[config.mk]
export PLATFORM = sky130hd
export DESIGN_NAME = isp_lbuf_flush_ctrl
export DESIGN_NICKNAME = d
export VERILOG_FILES = /design/src/rtl/isp_lbuf_flush_ctrl.sv
export SDC_FILE = /design/constraint.sdc
export NUM_CORES = 1
export LEC_CHECK = 0
export ABC_AREA = 1
export BUFFER_PORTS_ARGS = -buffer_cell sky130_fd_sc_hd__buf_4
export CAP_MARGIN = 10
export CORE_MARGIN = 3
export CORE_UTILIZATION = 40
export DETAILED_ROUTE_END_ITERATION = 7
export PLACE_DENSITY = 0.63
export SLEW_MARGIN = 20
export SYNTH_ARGS = -nofsm -noshare
export SYNTH_HDL_FRONTEND = slang
export SYNTH_SLANG_ARGS = --single-unit
[constraint.sdc]
create_clock -name pclk -period 1.9 [get_ports pclk]
set_clock_uncertainty 0.2 [all_clocks]
set_input_delay 0.19 -clock pclk [delete_from_list [all_inputs] [get_ports pclk]]
set_output_delay 0.19 -clock pclk [all_outputs]
set_load 0.01 [all_outputs]
[src/rtl/isp_lbuf_flush_ctrl.sv]
// isp_lbuf_flush_ctrl
// Frame sequencer in front of the 5x5 line-buffered ISP stages. Passes the raw
// sensor stream through one register stage, counts lines of each frame and,
// after the last sensor line, appends FLUSH_LINES zero-valued lines (each
// preceded by HBLANK idle cycles) so downstream line buffers drain their
// bottom rows. Line-length and overlapping-activity violations are flagged
// with sticky error bits.
module isp_lbuf_flush_ctrl #(
  parameter int BITS        = 8,
  parameter int WIDTH       = 1280,
  parameter int HEIGHT      = 960,
  parameter int FLUSH_LINES = 2,
  parameter int HBLANK      = 16
) (
  input  logic            pclk,
  input  logic            rst_n,
  input  logic            in_href,
  input  logic            in_vsync,
  input  logic [BITS-1:0] in_raw,
  output logic            out_href,
  output logic            out_vsync,
  output logic [BITS-1:0] out_raw,
  output logic            flush_active,
  output logic            frame_done,
  output logic            err_len,
  output logic            err_overlap
);

  // The pixel counter carries one spare bit and saturates, so an over-long
  // line can never wrap back onto WIDTH and hide a length error.
  localparam int PIX_W     = $clog2(WIDTH + 1) + 1;
  localparam int LINE_W    = $clog2(HEIGHT + 1);
  localparam int FLUSH_W   = $clog2(FLUSH_LINES + 1);
  localparam int PHASE_MAX = (WIDTH > HBLANK) ? WIDTH : HBLANK;
  localparam int PHASE_W   = $clog2(PHASE_MAX + 1);

  localparam logic [PIX_W-1:0]   LINE_LEN   = PIX_W'(WIDTH);
  localparam logic [LINE_W-1:0]  LAST_LINE  = LINE_W'(HEIGHT - 1);
  localparam logic [FLUSH_W-1:0] LAST_FLUSH = FLUSH_W'(FLUSH_LINES - 1);
  localparam logic [PHASE_W-1:0] GAP_LAST   = PHASE_W'(HBLANK - 1);
  localparam logic [PHASE_W-1:0] FLUSH_LAST = PHASE_W'(WIDTH - 1);

  typedef enum logic [2:0] {
    IDLE,
    FRAME,
    GAP,
    FLUSH,
    DONE
  } state_t;

  state_t             state;
  state_t             next_state;
  logic               prev_href;
  logic [PIX_W-1:0]   pix_cnt;
  logic [LINE_W-1:0]  line_cnt;
  logic [FLUSH_W-1:0] flush_cnt;
  logic [PHASE_W-1:0] phase_cnt;
  logic               line_close;
  logic               phase_last;
  logic               in_flush;

  // In GAP/FLUSH the sensor input is ignored; elsewhere it passes straight through.
  assign in_flush = (state == GAP) || (state == FLUSH);

  // Next-state decode: line closes on href falling edge, phase counter paces GAP/FLUSH, vsync overrides all.
  always_comb begin
    next_state = state;
    line_close = 1'b0;
    phase_last = 1'b0;
    case (state)
      IDLE: next_state = IDLE;
      FRAME: begin
        if (prev_href && !in_href) begin
          line_close = 1'b1;
          if (line_cnt == LAST_LINE) begin
            next_state = GAP;
          end
        end
      end
      GAP: begin
        if (phase_cnt == GAP_LAST) begin
          phase_last = 1'b1;
          next_state = FLUSH;
        end
      end
      FLUSH: begin
        if (phase_cnt == FLUSH_LAST) begin
          phase_last = 1'b1;
          next_state = (flush_cnt == LAST_FLUSH) ? DONE : GAP;
        end
      end
      DONE:    next_state = IDLE;
      default: next_state = IDLE;
    endcase
    if (in_vsync) begin
      next_state = FRAME;
    end
  end

  // State register.
  always_ff @(posedge pclk or negedge rst_n) begin
    if (!rst_n) begin
      state <= IDLE;
    end else begin
      state <= next_state;
    end
  end

  // Line/pixel/flush counters and the line-length check; vsync restarts counting.
  always_ff @(posedge pclk or negedge rst_n) begin
    if (!rst_n) begin
      prev_href <= 1'b0;
      pix_cnt   <= '0;
      line_cnt  <= '0;
      flush_cnt <= '0;
      phase_cnt <= '0;
      err_len   <= 1'b0;
    end else begin
      prev_href <= in_href;
      if (in_vsync) begin
        pix_cnt   <= '0;
        line_cnt  <= '0;
        flush_cnt <= '0;
        phase_cnt <= '0;
      end else begin
        case (state)
          FRAME: begin
            if (line_close) begin
              pix_cnt  <= '0;
              line_cnt <= line_cnt + LINE_W'(1);
              if (pix_cnt != LINE_LEN) begin
                err_len <= 1'b1;
              end
            end else if (in_href && (pix_cnt != '1)) begin
              pix_cnt <= pix_cnt + PIX_W'(1);
            end
          end
          GAP: begin
            phase_cnt <= phase_last ? '0 : phase_cnt + PHASE_W'(1);
          end
          FLUSH: begin
            if (phase_last) begin
              phase_cnt <= '0;
              flush_cnt <= flush_cnt + FLUSH_W'(1);
            end else begin
              phase_cnt <= phase_cnt + PHASE_W'(1);
            end
          end
          default: ;
        endcase
      end
    end
  end

  // Registered outputs, decoded from the state being entered so they line up with it.
  always_ff @(posedge pclk or negedge rst_n) begin
    if (!rst_n) begin
      out_href     <= 1'b0;
      out_vsync    <= 1'b0;
      out_raw      <= '0;
      flush_active <= 1'b0;
      frame_done   <= 1'b0;
      err_overlap  <= 1'b0;
    end else begin
      out_vsync    <= in_vsync;
      out_href     <= (next_state == FLUSH) || (!in_flush && in_href);
      out_raw      <= (!in_flush && in_href) ? in_raw : '0;
      flush_active <= (next_state == GAP) || (next_state == FLUSH);
      frame_done   <= (next_state == DONE);
      if (in_flush && (in_href || in_vsync)) begin
        err_overlap <= 1'b1;
      end
    end
  end

endmodule

==> summary.txt, run 1 <==
Critical path
  – CP endpoint kind: register
  – Cell mode on critical path: nand2_1
  – Worst r2r path cells: 9
  – RR Startpoint: pix_cnt[1]$_DFFE_PN0P_
  – Crit path max-delay family: simple AND/OR/NAND/NOR gates
  – Reg2reg setup slack: 0.11 ns
  – Max FO, Critical Path: 11
  – CP required: 1.94 ns
  – Crit-path cells: ha_1 > nand2_1 > nor2_4 > nand2_2 > o21ai_2 > nand2_4 > nand2_8 > nand2_1 > o21ai_1
  – Reg2reg end: pix_cnt[0]$_DFFE_PN0P_
  – Max stage delay on crit path: 0.40 ns
  – WP buf/inv: 0
  – Worst Path Arrival: 1.82 ns
  – Critical path class: reg2reg
  – Slowest-stage cell, CP: dfrtp_1
  – Startpoint type of the worst setup path: register

Synth
  – Async S/R FF share, synth: 100%
  – Synth warn: 0
  – Mapped Cells: 374
  – Top cells by area, synth: dfrtp_1 (46%), nand2_1 (12%), nor2_1 (7.1%), inv_1 (6.1%), nand4_1 (4.7%)
  – Syn_area_per_cell: 7.78 µm²
  – Synthesized area: 2910 µm²
  – Cell accounting for the most synthesized area: dfrtp_1
  – Post-synth EDFFs: 0
  – Sequential fraction of the synthesis area: 45.6%
  – #FFs+latches synth: 53
  – Post-synth cell types: 36
  – Top FF cell, synth: dfrtp_1
  – Share of the synthesized area in the top cell type: 45.6%
  – Syn Nets: 391

Pwr
  – Lkg Pwr: 0.00167 µW
  – Peak supply drop: 0.346 mV
  – Pwr dens: 617 nW/µm²

Job
  – Max-Cap Viols: 0

Global routing
  – Layer carrying the most global-route usage: met2
  – First-pass GRT wire length: 11000 µm
  – Met2 usage: 28.9%
  – Gr ovfl total: 0
  – Vias in the first global route: 2529
  – GRT Util Overall: 15.7%
  – Initial antenna violation count: 0
  – Met3 GRT Util: 2.57%
  – Pin count of the biggest net entering global routing: 54
  – Met1 usage in global routing: 19.2%

Floorplan
  – Core footprint: 6910 µm²
  – Die area: 8340 µm²
  – Ports: 26
  – Initial Utilization: 42.2%
  – Rows: 30
  – Die Y: 91.3 µm
  – Chip width: 91.3 µm

Detailed routing
  – Via count: 2538
  – Starting DRT DRC Count: 111
  – Drt total wl: 6160 µm
  – Detail Route Antenna Nets: 0
  – Drt wl/cell: 11.9 µm
  – DRC viols: 0
  – Vias per inst: 4.91
  – First-pass DRT Iterations: 4

STA
  – Hold Fails Final Rpt: 0
  – Max Fclk: 560 MHz
  – Post-Route Setup TNS: 0 ns
  – Period minus WS final: 1.79 ns
  – # setup viols final: 0
  – Measured slew at the worst slew-check pin: 0.679 ns
  – Slew margin rel.: 54.8%
  – Fin Hold WS: 0.259 ns
  – Crit share post-route: 94.0%
  – Max-slew violations: 0

CTS
  – H-tree Lvls: 2
  – Clock root cell: clkbuf_8
  – CTS tree: done
  – CTS Buffer Depth: 2
  – Clock latency on the worst-skew pair: 0.31 ns
  – CTS Sinks: 53
  – CTS Buf Count: 5
  – Clock slew at reported path FFs: 0.10 ns

Place
  – IO Port Bufs: 25
  – DP Wirelength: 4330 µm
  – Post-Place Cell Area: 3220 µm²
  – Routability cong.: 0.857

Min path
  – Hold Path Class: in2async

Outcome
  – Outcome: finished clean

Final layout
  – Antenna diode count: 0
  – Layout cell share with drive strength beyond 1: 17.6%
  – Post-route design area: 3490 µm²
  – Final #Nets: 437
  – P&R area growth vs syn: 20.0%
[layout make-up]
type                    count  area, µm²
inverters                  52        198
repair buffers             44        358
well taps                  96        120
clock inverters             2       38.8
clock buffers               6       72.6
flip-flops and latches     53       1330
fillers                   695       3410
multi-input cells         264       1380
[kinds of logic after synthesis]
family | synth area share, %
and+or+nand+nor | 33.8
xor gates and xnor gates | 1.50
buffers and inverters | 8.59
adders and majority gates | 2.15
AOI/OAI and AO/OA | 8.38
DFF | 45.6
[cells in the final DEF (no fill, tap or decap), types with 2 or more instances in the layout]
cell | Yosys | layout
inv_1 | 47 | 47
a21oi_1 | 6 | 6
nand2_8 | 0 | 2
dlygate4sd3_1 | 0 | 11
inv_2 | 5 | 4
buf_4 | 1 | 33
nor3_1 | 6 | 6
nand4_1 | 22 | 22
ha_1 | 5 | 5
xor2_1 | 3 | 3
clkbuf_8 | 0 | 5
nor2_4 | 2 | 2
dfrtp_1 | 53 | 52
o22ai_1 | 2 | 2
nor2_2 | 2 | 2
xnor2_1 | 2 | 2
nor3b_1 | 2 | 2
nand3_1 | 23 | 23
a21o_1 | 2 | 2
o21ai_1 | 4 | 4
nand2_1 | 91 | 90
o21bai_1 | 2 | 2
nor2_1 | 55 | 55
nand2_2 | 8 | 8
o21ai_0 | 8 | 8
o21ai_2 | 8 | 8
[metrics by stage]
| step | total power [µW] | util (%) | setup WS, ns | std cells |
|---|---|---|---|---|
| 4_1_cts | 2190 | 49.8 | 0.0118 | 515 |
| 5_1_grt | 2260 | 50.6 | -0.0134 | 517 |
| 2_1_floorplan | 1290 | - | 0.200 | 374 |
| 3_3_place_gp | 1370 | 46.6 | 0.128 | 496 |
| 6_report | 2160 | 50.6 | 0.113 | 517 |
| 3_5_place_dp | 1380 | 46.6 | 0.0552 | 496 |
[layer usage]
layer | vias to the layer above | share of wire, %
li1 | 1297 | -
met1 | 1193 | 44
met2 | 42 | 51
met3 | 6 | 3.4
met4 | 0 | 0.78
met5 | - | 0
[where the power goes]
| group | switching (µW) | total, µW | internal, µW | leakage, µW |
|---|---|---|---|---|
| sequential | 15.4 | 1170 | 1150 | 0.000705 |
| clock | 381 | 777 | 396 | 0.0000554 |
| combinational | 124 | 212 | 87.6 | 0.000905 |
[synth_stat cells (2+ instances only)]
master,number
a21o_1,2
a21oi_1,6
buf_2,2
buf_6,2
dfrtp_1,53
ha_1,5
inv_1,47
inv_2,5
nand2_1,91
nand2_2,8
nand3_1,23
nand4_1,22
nor2_1,55
nor2_2,2
nor2_4,2
nor3_1,6
nor3b_1,2
o21ai_0,8
o21ai_1,4
o21ai_2,8
o21bai_1,2
o22ai_1,2
xnor2_1,2
xor2_1,3
[state kept, by name, summed over array words and instances (netlist names)]
register	cells
prev_href	1
out_vsync	1
err_overlap	1
out_href	1
pix_cnt	12
phase_cnt	11
flush_cnt	2
state	3
flush_active	1
line_cnt	10
out_raw	8
err_len	1
frame_done	1
[what timing repair did]
action	in CTS	in global routing
endpoints found under the hold margin	64	0
resized for setup	0	8
buffers inserted	0	1
hold buffers	11	0
setup endpoints to repair	0	20
[worst max path at each step]
stage / start / endpoint / slack [ns] / cells after the start
after global routing: pix_cnt[1]$_DFFE_PN0P_ / pix_cnt[0]$_DFFE_PN0P_ / -0.01 / 9
after global placement: pix_cnt[1]$_DFFE_PN0P_ / pix_cnt[1]$_DFFE_PN0P_ / 0.13 / 8
after floorplan: pix_cnt[0]$_DFFE_PN0P_ / pix_cnt[4]$_DFFE_PN0P_ / 0.20 / 9
after detailed placement: pix_cnt[1]$_DFFE_PN0P_ / pix_cnt[1]$_DFFE_PN0P_ / 0.06 / 8
after CTS: pix_cnt[1]$_DFFE_PN0P_ / pix_cnt[0]$_DFFE_PN0P_ / 0.01 / 9
final: pix_cnt[1]$_DFFE_PN0P_ / pix_cnt[0]$_DFFE_PN0P_ / 0.11 / 9
No activity file was read; power rests on OpenSTA's default activity.
==> run 2: changes to the inputs <==
--- a/config.mk
+++ b/config.mk
@@ -9,9 +9,10 @@
 export BUFFER_PORTS_ARGS = -buffer_cell sky130_fd_sc_hd__buf_4
 export CAP_MARGIN = 10
 export CORE_MARGIN = 3
-export CORE_UTILIZATION = 40
+export CORE_UTILIZATION = 45
 export DETAILED_ROUTE_END_ITERATION = 7
-export PLACE_DENSITY = 0.63
+export HOLD_SLACK_MARGIN = 0.12
+export PLACE_DENSITY = 0.69
 export SLEW_MARGIN = 20
 export SYNTH_ARGS = -nofsm -noshare
 export SYNTH_HDL_FRONTEND = slang
==> run 2 against run 1 <==
Critical endpoint is now pix_cnt[1]$_DFFE_PN0P_. Critical path depth is the same. First-iteration DRC count grew 18%. Worst setup slack lost 0.0039 ns. Clock power shrank 15%. Critical path type is now in2reg. Cell count shrank 4.4%. Register-to-register slack gained 0.03 ns. Combinational power shrank 5%. Power shrank 5.8%. Die area shrank 10%. Largest cell class unchanged. Non-clock buffer count is the same.
==> summary.txt, run 2 (same netlist as run 1, synthesis figures left out) <==
STA
  – Measured slew at the worst slew-check pin: 0.659 ns (-0.0200 ns)
  – Period minus WS final: 1.79 ns (+0.00386 ns)
  – Max Fclk: 558 MHz (-0.22%)
  – Crit share post-route: 94.2% (+0.20 points)
  – Max-slew violations: 0 (unchanged)
  – # setup viols final: 0 (unchanged)
  – Slew margin rel.: 56.1% (+1.3 points)
  – RSZ-0062 raised after global routing: yes
  – Hold Fails Final Rpt: 0 (unchanged)
  – Fin worst setup slack: 0.109 ns (-0.00386 ns)

Detailed routing
  – Vias per inst: 5.05 (+3.0%)
  – Drt total wl: 6100 µm (-1.1%)
  – DRC viols: 0 (unchanged)
  – First-pass DRT Iterations: 4 (unchanged)
  – Drt wl/cell: 12.3 µm (+3.5%)
  – Via count: 2497 (-1.6%)
  – Starting DRT DRC Count: 131 (+18%)
  – Detail Route Antenna Nets: 0 (unchanged)

Floorplan
  – Core footprint: 6100 µm² (-12%)
  – Rows: 28 (-6.7%)
  – Ports: 26 (unchanged)
  – Initial Utilization: 47.8% (+5.6 points)
  – Chip width: 86.4 µm (-5.3%)
  – Die Y: 86.4 µm (-5.3%)
  – Die area: 7470 µm² (-10%)

Final layout
  – Final #Nets: 436 (-0.23%)
  – P&R area growth vs syn: 17.4%
  – Register area: 1330 µm² (about the same)
  – Antenna diode count: 0 (unchanged)
  – Max FFs per register: 12 (unchanged)
  – Biggest regs: pix_cnt x12, phase_cnt x11, line_cnt x10
  – Multi-input logic area: 1360 µm² (-1.8%)
  – Most frequent cells in the layout: nand2_1 (91), nor2_1 (54), dfrtp_1 (53)
  – Most common cell after layout, fill and taps aside: nand2_1
  – Largest reg by FF count: pix_cnt
  – Layout cell share with drive strength beyond 1: 17.2% (-0.39 points)
  – Fillers: 573 (-18%)
  – Final non-filler cell total: 494 (-4.4%)

Job
  – Max-Cap Viols: 0 (unchanged)

Pwr
  – Pwr Total: 2030 µW (-5.8%)
  – Pwr dens: 594 nW/µm² (-3.7%)
  – Peak supply drop: 0.472 mV (+36%)
  – Lkg Pwr: 0.00164 µW (-1.6%)

Outcome
  – Outcome: finished clean

Global routing
  – Pin count of the biggest net entering global routing: 54 (unchanged)
  – First-pass GRT wire length: 10500 µm (-4.1%)
  – Initial antenna violation count: 0 (unchanged)
  – GRT Util Overall: 17.3% (+1.6 points)
  – Vias in the first global route: 2430 (-3.9%)
  – Gr ovfl total: 0 (unchanged)

Critical path
  – RR Startpoint: pix_cnt[1]$_DFFE_PN0P_
  – CP endpoint kind: register
  – Max stage delay on crit path: 0.53 ns (+0.13 ns)
  – Max FO, Critical Path: 21 (+10)
  – Slowest-stage cell, CP: dlygate4sd3_1
  – WP buf/inv: 2 (+2)
  – Reg2reg setup slack: 0.14 ns (+0.03 ns)
  – Critical path class: in2reg
  – Crit-path cells: dlygate4sd3_1 > buf_4 > nor2_1 > and2b_4 > nor2_4 > nand2_2 > nand2_8 > nand2_1 > o21ai_0
  – Crit path max-delay family: simple AND/OR/NAND/NOR gates
  – Startpoint type of the worst setup path: input pin
  – Reg2reg end: pix_cnt[2]$_DFFE_PN0P_
  – CP required: 1.89 ns (-0.05 ns)
  – Worst Path Arrival: 1.78 ns (-0.04 ns)
  – Worst r2r path cells: 9 (unchanged)

CTS
  – CTS Buffer Depth: 2 (unchanged)
  – Clock latency on the worst-skew pair: 0.30 ns (about the same)
  – Clock root cell: clkbuf_8
  – CTS Buf Count: 5 (unchanged)
  – CTS Sinks: 53 (unchanged)
  – CTS tree: done
  – H-tree Lvls: 2 (unchanged)
  – Clock slew at reported path FFs: 0.09 ns (about the same)
  – Postcts setup bufs: 0 (unchanged)

Place
  – IO Port Bufs: 25 (unchanged)
  – Routability cong.: 0.872 (+1.7%)
  – Place WS: 0.0977 ns (+0.0426 ns)
  – DP Wirelength: 4390 µm (+1.5%)
  – Post-placement cell count: 476 (-4.0%)

Min path
  – Hold Path Class: in2async
[run 2: layout make-up]
cell class | count | area share (%)
sequential | 53 | 38.8
multi-input combinational | 263 | 39.6
tap | 75 | 2.75
timing repair buffer | 44 | 10.5
clock inverter | 1 | 0.220
inverter | 52 | 5.71
clock buffer | 6 | 2.42
[run 2: through the flow]
step           instance area (µm²)  TNS [ns]  hold WS, ns  util, %
3_3_place_gp                  3200         0       0.0750     52.5
6_report                      3420         0        0.253     56.1
2_1_floorplan                 2910         0       -0.306        -
3_5_place_dp                  3200         0       0.0795     52.5
4_1_cts                       3400         0        0.282     55.7
5_1_grt                       3420  -0.00790        0.297     56.1
[run 2: timing repair]
item | 4_1_cts | 5_1_grt
hold buffers | 11 | 0
endpoints found under the setup margin | 0 | 19
hold endpoints to repair | 72 | 0
resized for setup | 0 | 3
[run 2: metal layers]
layer | vias to the layer above | global-route usage (%) | share of wire (%)
met2 | 55 | 29.6 | 49
met4 | 0 | 4.53 | 1.1
li1 | 1289 | - | -
met5 | - | 0 | 0
met3 | 7 | 3.42 | 4.0
met1 | 1146 | 22.3 | 46
[run 2: power by group]
| group | internal, µW | leakage (µW) | total, µW | switching, µW |
|---|---|---|---|---|
| clock | 289 | 0.0000433 | 660 | 371 |
| sequential | 1150 | 0.000706 | 1170 | 16.4 |
| combinational | 83.4 | 0.000890 | 202 | 118 |
[run 2: worst max-delay path by stage]
stage                                 startpoint                      to  cells past startpoint
final                                    in_href  pix_cnt[1]$_DFFE_PN0P_                      9
after global routing      pix_cnt[1]$_DFFE_PN0P_  pix_cnt[2]$_DFFE_PN0P_                      9
after CTS                                in_href  pix_cnt[2]$_DFFE_PN0P_                      9
after detailed placement  pix_cnt[1]$_DFFE_PN0P_  pix_cnt[2]$_DFFE_PN0P_                      9
after global placement    pix_cnt[1]$_DFFE_PN0P_  pix_cnt[1]$_DFFE_PN0P_                      8
after floorplan           pix_cnt[0]$_DFFE_PN0P_  pix_cnt[4]$_DFFE_PN0P_                      9
